==> src/rtl/shift_sequencer_if.sv <==
// Handshake and data bundle between the control FSM (master) and the
// multicycle shift unit (slave).
interface shift_sequencer_if #(
    parameter int WIDTH = 32,
    parameter int SHW   = 5
);
    logic             start;
    logic [1:0]       op;
    logic [SHW-1:0]   shamt;
    logic [WIDTH-1:0] data_in;
    logic [WIDTH-1:0] data_out;
    logic             busy;
    logic             done;

    modport master (
        output start, op, shamt, data_in,
        input  data_out, busy, done
    );

    modport slave (
        input  start, op, shamt, data_in,
        output data_out, busy, done
    );
endinterface

==> src/rtl/shift_sequencer.sv <==
// Multicycle shifter: SLL/SRL/SRA/ROR one bit per clock, with a
// start/busy/done handshake and a result register that holds until the next start.
module shift_sequencer #(
    parameter int WIDTH = 32,
    parameter int SHW   = 5
) (
    input  logic              clk,
    input  logic              reset,
    shift_sequencer_if.slave  bus
);

    typedef enum logic [1:0] {
        IDLE  = 2'd0,
        SHIFT = 2'd1,
        DONE  = 2'd2
    } state_t;

    state_t           state_r;
    logic [WIDTH-1:0] acc_r;
    logic [SHW-1:0]   cnt_r;
    logic [1:0]       op_q_r;
    logic             busy_r;
    logic             done_r;

    // Single-position shift of the accumulator for the latched operation.
    function automatic logic [WIDTH-1:0] shift1(input logic [WIDTH-1:0] a,
                                                input logic [1:0]       o);
        logic [WIDTH-1:0] r;
        case (o)
            2'b00:   r = {a[WIDTH-2:0], 1'b0};
            2'b01:   r = {1'b0, a[WIDTH-1:1]};
            2'b10:   r = {a[WIDTH-1], a[WIDTH-1:1]};
            2'b11:   r = {a[0], a[WIDTH-1:1]};
            default: r = a;
        endcase
        return r;
    endfunction

    // Control FSM; busy/done are registered alongside the state they decode.
    always_ff @(posedge clk or posedge reset) begin
        if (reset) begin
            state_r <= IDLE;
            acc_r   <= {WIDTH{1'b0}};
            cnt_r   <= {SHW{1'b0}};
            op_q_r  <= 2'b00;
            busy_r  <= 1'b0;
            done_r  <= 1'b0;
        end else begin
            case (state_r)
                IDLE: begin
                    if (bus.start) begin
                        acc_r   <= bus.data_in;
                        cnt_r   <= bus.shamt;
                        op_q_r  <= bus.op;
                        state_r <= SHIFT;
                        busy_r  <= 1'b1;
                    end else begin
                        busy_r  <= 1'b0;
                    end
                    done_r <= 1'b0;
                end
                SHIFT: begin
                    // cnt counts remaining positions and stops at zero, so it never wraps.
                    if (cnt_r != {SHW{1'b0}}) begin
                        acc_r  <= shift1(acc_r, op_q_r);
                        cnt_r  <= cnt_r - {{(SHW-1){1'b0}}, 1'b1};
                        done_r <= 1'b0;
                    end else begin
                        state_r <= DONE;
                        done_r  <= 1'b1;
                    end
                    busy_r <= 1'b1;
                end
                DONE: begin
                    state_r <= IDLE;
                    busy_r  <= 1'b0;
                    done_r  <= 1'b0;
                end
                default: begin
                    state_r <= IDLE;
                    busy_r  <= 1'b0;
                    done_r  <= 1'b0;
                end
            endcase
        end
    end

    assign bus.data_out = acc_r;
    assign bus.busy     = busy_r;
    assign bus.done     = done_r;

endmodule

==> src/flat_wrapper.sv <==
// flat-port wrapper written by rule: the top's interface ports become plain ports
module shift_sequencer_flat 
#(
    parameter int WIDTH = 32,
    parameter int SHW   = 5
)
  (clk, reset, bus_start, bus_op, bus_shamt, bus_data_in, bus_data_out, bus_busy, bus_done);
  shift_sequencer_if #(.WIDTH(WIDTH), .SHW(SHW)) bus_i ();
  input  logic clk;
  input  logic reset;
  input wire logic [$bits(bus_i.start)-1:0] bus_start;
  input wire logic [$bits(bus_i.op)-1:0] bus_op;
  input wire logic [$bits(bus_i.shamt)-1:0] bus_shamt;
  input wire logic [$bits(bus_i.data_in)-1:0] bus_data_in;
  output wire logic [$bits(bus_i.data_out)-1:0] bus_data_out;
  output wire logic [$bits(bus_i.busy)-1:0] bus_busy;
  output wire logic [$bits(bus_i.done)-1:0] bus_done;
  assign bus_i.start = bus_start;
  assign bus_i.op = bus_op;
  assign bus_i.shamt = bus_shamt;
  assign bus_i.data_in = bus_data_in;
  assign bus_data_out = bus_i.data_out;
  assign bus_busy = bus_i.busy;
  assign bus_done = bus_i.done;
  shift_sequencer #(.WIDTH(WIDTH), .SHW(SHW)) u_core (.clk(clk), .reset(reset), .bus(bus_i));
endmodule
==> config.mk <==
export PLATFORM = sky130hd
export DESIGN_NAME = shift_sequencer_flat
export DESIGN_NICKNAME = d
export VERILOG_FILES = /design/src/rtl/shift_sequencer_if.sv /design/src/rtl/shift_sequencer.sv /design/src/flat_wrapper.sv
export SDC_FILE = /design/constraint.sdc
export NUM_CORES = 1
export LEC_CHECK = 0
export CAP_MARGIN = 20
export CORE_UTILIZATION = 30
export CTS_CLUSTER_SIZE = 30
export DETAILED_ROUTE_END_ITERATION = 12
export PLACE_DENSITY = 0.56
export SYNTH_ARGS = -nofsm -noshare
export SYNTH_HDL_FRONTEND = slang
export SYNTH_SLANG_ARGS = --single-unit
==> constraint.sdc <==
create_clock -name clk -period 1.6 [get_ports clk]
set_input_delay 0.24 -clock clk [delete_from_list [all_inputs] [get_ports clk]]
set_output_delay 0.24 -clock clk [all_outputs]
set_load 0.01 [all_outputs]
==> flow_summary.toml <==
[cts]
clk_pin_slew_ps = 90
cts_tree = "yes"
root_buffer = "clkbuf_8"
htreeDepth = 2
clk-insertion-delay-late_ps = 300
clockBufferDepth = 2
cts_num_sinks = 43
cts_buffers = 5

[critical_path]
required_ps = 1780
r2r_slack_ps = -150
path_cells = "inv_2 > ha_4 > or3b_4 > buf_6 > nor2_4 > buf_12 > clkbuf_16 > o32ai_2"
critPathLaunchType = "flip-flop"
ff2ff_path_depth = 8
r2r-end = "u_core.bus.data_out[28]"
timing.rr.start = "u_core.cnt_r[0]"
critPathKind = "flip-flop to flip-flop"
setup.worst_path.start = "u_core.cnt_r[0]"
crit_path_end_kind = "flip-flop"
arrival_ps = 1930
slowest_stage = "dfrtp_1"
cp_max_fo = 6
slowest_delay_ps = 400

[pwr]
p_leak_nw = 1.68
ir_drop_v = 0.000736
pwr_density_cell_nw_per_um2 = 2450

[outcome]
violations = "setup timing"
status = "finished with violations"

[cells_and_area]
num_antenna_cells = 0
final_common_cell = "clkdlybuf4s50_1"
fill_cells = 794
final_cell_mix = "clkdlybuf4s50_1 (75), o21ai_0 (62), dfrtp_1 (41)"
fin_nets = 398
drive_above_1_share = 0.250
syn2layout_area_growth_pct = 56.3

[global_route]
grt_pass1_vias = 2503
antenna_found_initial = 0
grt_overflow_total = 0
grt_pass1_wl_mm = 12.8
grtUsageTotal = 0.180
grt_start_max_net_pins = 50

[drt]
drc = 0
drt_iter0_markers = 119
avgViaCountPerCell = 5.39
ant_nets = 0
firstDrtPassIters = 4
via_count = 2486
finalWirelength_mm = 8.04
avgRoutedWirePerCell_um = 17.4

[timing]
fmaxAchievable_mhz = 573
finalCritPeriodShare = 1.09
whs_ps = 291
relSlewSlack = 0.775
post-route-min-period_ps = 1750
worst_pin_slew_ps = 337
timing.final.ws_setup_ps = -146
skew_ps = 10.8
drv_slew = 0
hold_violations = 0
finalSetupViolCount = 34
grt_setup_unrepaired = "true"

[die]
fp.coreArea_um2 = 8300
chipWidth_um = 95.1
start_util = 0.314
die-height_um = 95.1
dieArea_um2 = 9050
rows = 33
pin_count = 76

[placement]
gp_congestion = 0.787
port_buffers = 75
place_ws_ps = -130
hpwl_mm = 5.19

[synth]
syn_avg_cell_area_um2 = 9.53
yosysSeqAreaShare = 0.413
synth.distinct_cells = 36
synthArstFlopShare = 1.00
synth_area_leaders = "dfrtp_1 (41%), o21ai_0 (12%), o311a_1 (12%), o32ai_1 (8.4%), inv_1 (5.2%)"
synth_edf_count = 0
synth_seq_cells = 43
ys_warn_count = 0
synth_top_area_share = 0.413
yosysTopAreaCell = "dfrtp_1"
synth_area_um2 = 2600
synthFlopType = "dfrtp_1"
netlist_instances = 273
syn_nets = 316

[hold_path]
hold_class = "primary input to asynchronous set/reset pin"

[job]
drv_cap = 0
-- timing repair --
action                     in CTS  in global routing
setup buffers                   0                  4
resized for setup               2                  8
cloned                          0                  4
pin swaps                       0                 14
setup endpoints to repair      36                 37
hold buffers                    0                  0
-- per-stage QoR --
| stage | std cells | util | power (mW) | instance area [um2] | TNS [ps] |
|---|---|---|---|---|---|
| finish | 461 | 0.490 | 9.95 | 4070 | -4080 |
| global route | 461 | 0.490 | 10.7 | 4070 | -5160 |
| CTS | 453 | 0.471 | 9.69 | 3910 | -3980 |
| detailed placement | 445 | 0.455 | 8.62 | 3770 | -3580 |
| global placement | 445 | 0.455 | 8.53 | 3770 | -2750 |
| floorplan | 273 | - | 6.50 | 2800 | -2090 |
-- area by class of cell --
class	instances	area, um2	area share
Timing Repair Buffer	109	1160	0.285
Clock buffer	6	72.6	0.0178
Tap cell	105	131	0.0323
Inverter	36	135	0.0332
Multi-Input combinational cell	160	1430	0.352
Clock inverter	2	60.1	0.0148
Sequential cell	43	1080	0.265
-- power by group --
part | leakage (nW) | internal [mW] | switching, mW
Sequential | 0.513 | 1.69 | 0.470
Combinational | 1.10 | 3.66 | 3.10
Clock | 0.0654 | 0.625 | 0.402
Total | 1.68 | 5.97 | 3.98
-- layer usage --
layer | track usage | share of wire | vias up
met3 | 0.0271 | 0.040 | 7
met2 | 0.278 | 0.47 | 56
met4 | 0.0455 | 0.0072 | 0
met5 | 0 | 0 | -
met1 | 0.262 | 0.48 | 1210
li1 | - | - | 1213
-- Yosys cell counts, types with 3 or more instances --
| cell type | n |
|---|---|
| buf_2 | 10 |
| clkbuf_1 | 19 |
| o21ai_0 | 63 |
| mux2i_1 | 3 |
| buf_8 | 3 |
| nor2_1 | 3 |
| o32ai_2 | 5 |
| o32ai_1 | 25 |
| nor3b_1 | 3 |
| o311a_1 | 30 |
| inv_1 | 36 |
| dfrtp_1 | 43 |
| mux2_2 | 3 |
-- cells by family after synthesis --
kind of cell	Yosys count	synth area share
AO/OA/AOI/OAI	137	0.395
adder cells (fa/ha/maj)	1	0.00481
buffers and inverters	70	0.122
flip-flops	43	0.413
multiplexers	6	0.0245
AND/OR/NAND/NOR	16	0.0404
-- registers in the layout, summed over array words and instances, names as in the netlist --
| name | cells |
|---|---|
| u_core.bus.data_out | 32 |
| u_core.cnt_r | 5 |
| u_core.bus.done | 1 |
| u_core.bus.busy | 1 |
| u_core.op_q_r | 2 |
| u_core.state_r | 2 |
-- critical path, delay by kind of cell (launching register included) --
kind	cells	cell delay [ps]
buffers and inverters	4	540
AO/OA/AOI/OAI	1	90
flip-flops	1	400
adder cells (fa/ha/maj)	1	130
AND/OR/NAND/NOR	2	470
-- worst max path at each step --
stage / to / slack, ps / depth (start not counted)
final: u_core.bus.data_out[28] / -150 / 8
after global routing: u_core.bus.data_out[4] / -170 / 8
after CTS: u_core.bus.data_out[19] / -140 / 6
after detailed placement: u_core.bus.data_out[19] / -130 / 7
after global placement: u_core.bus.data_out[11] / -90 / 7
after floorplan: u_core.cnt_r[2] / -80 / 7
Power figures use the tool's default switching activity.
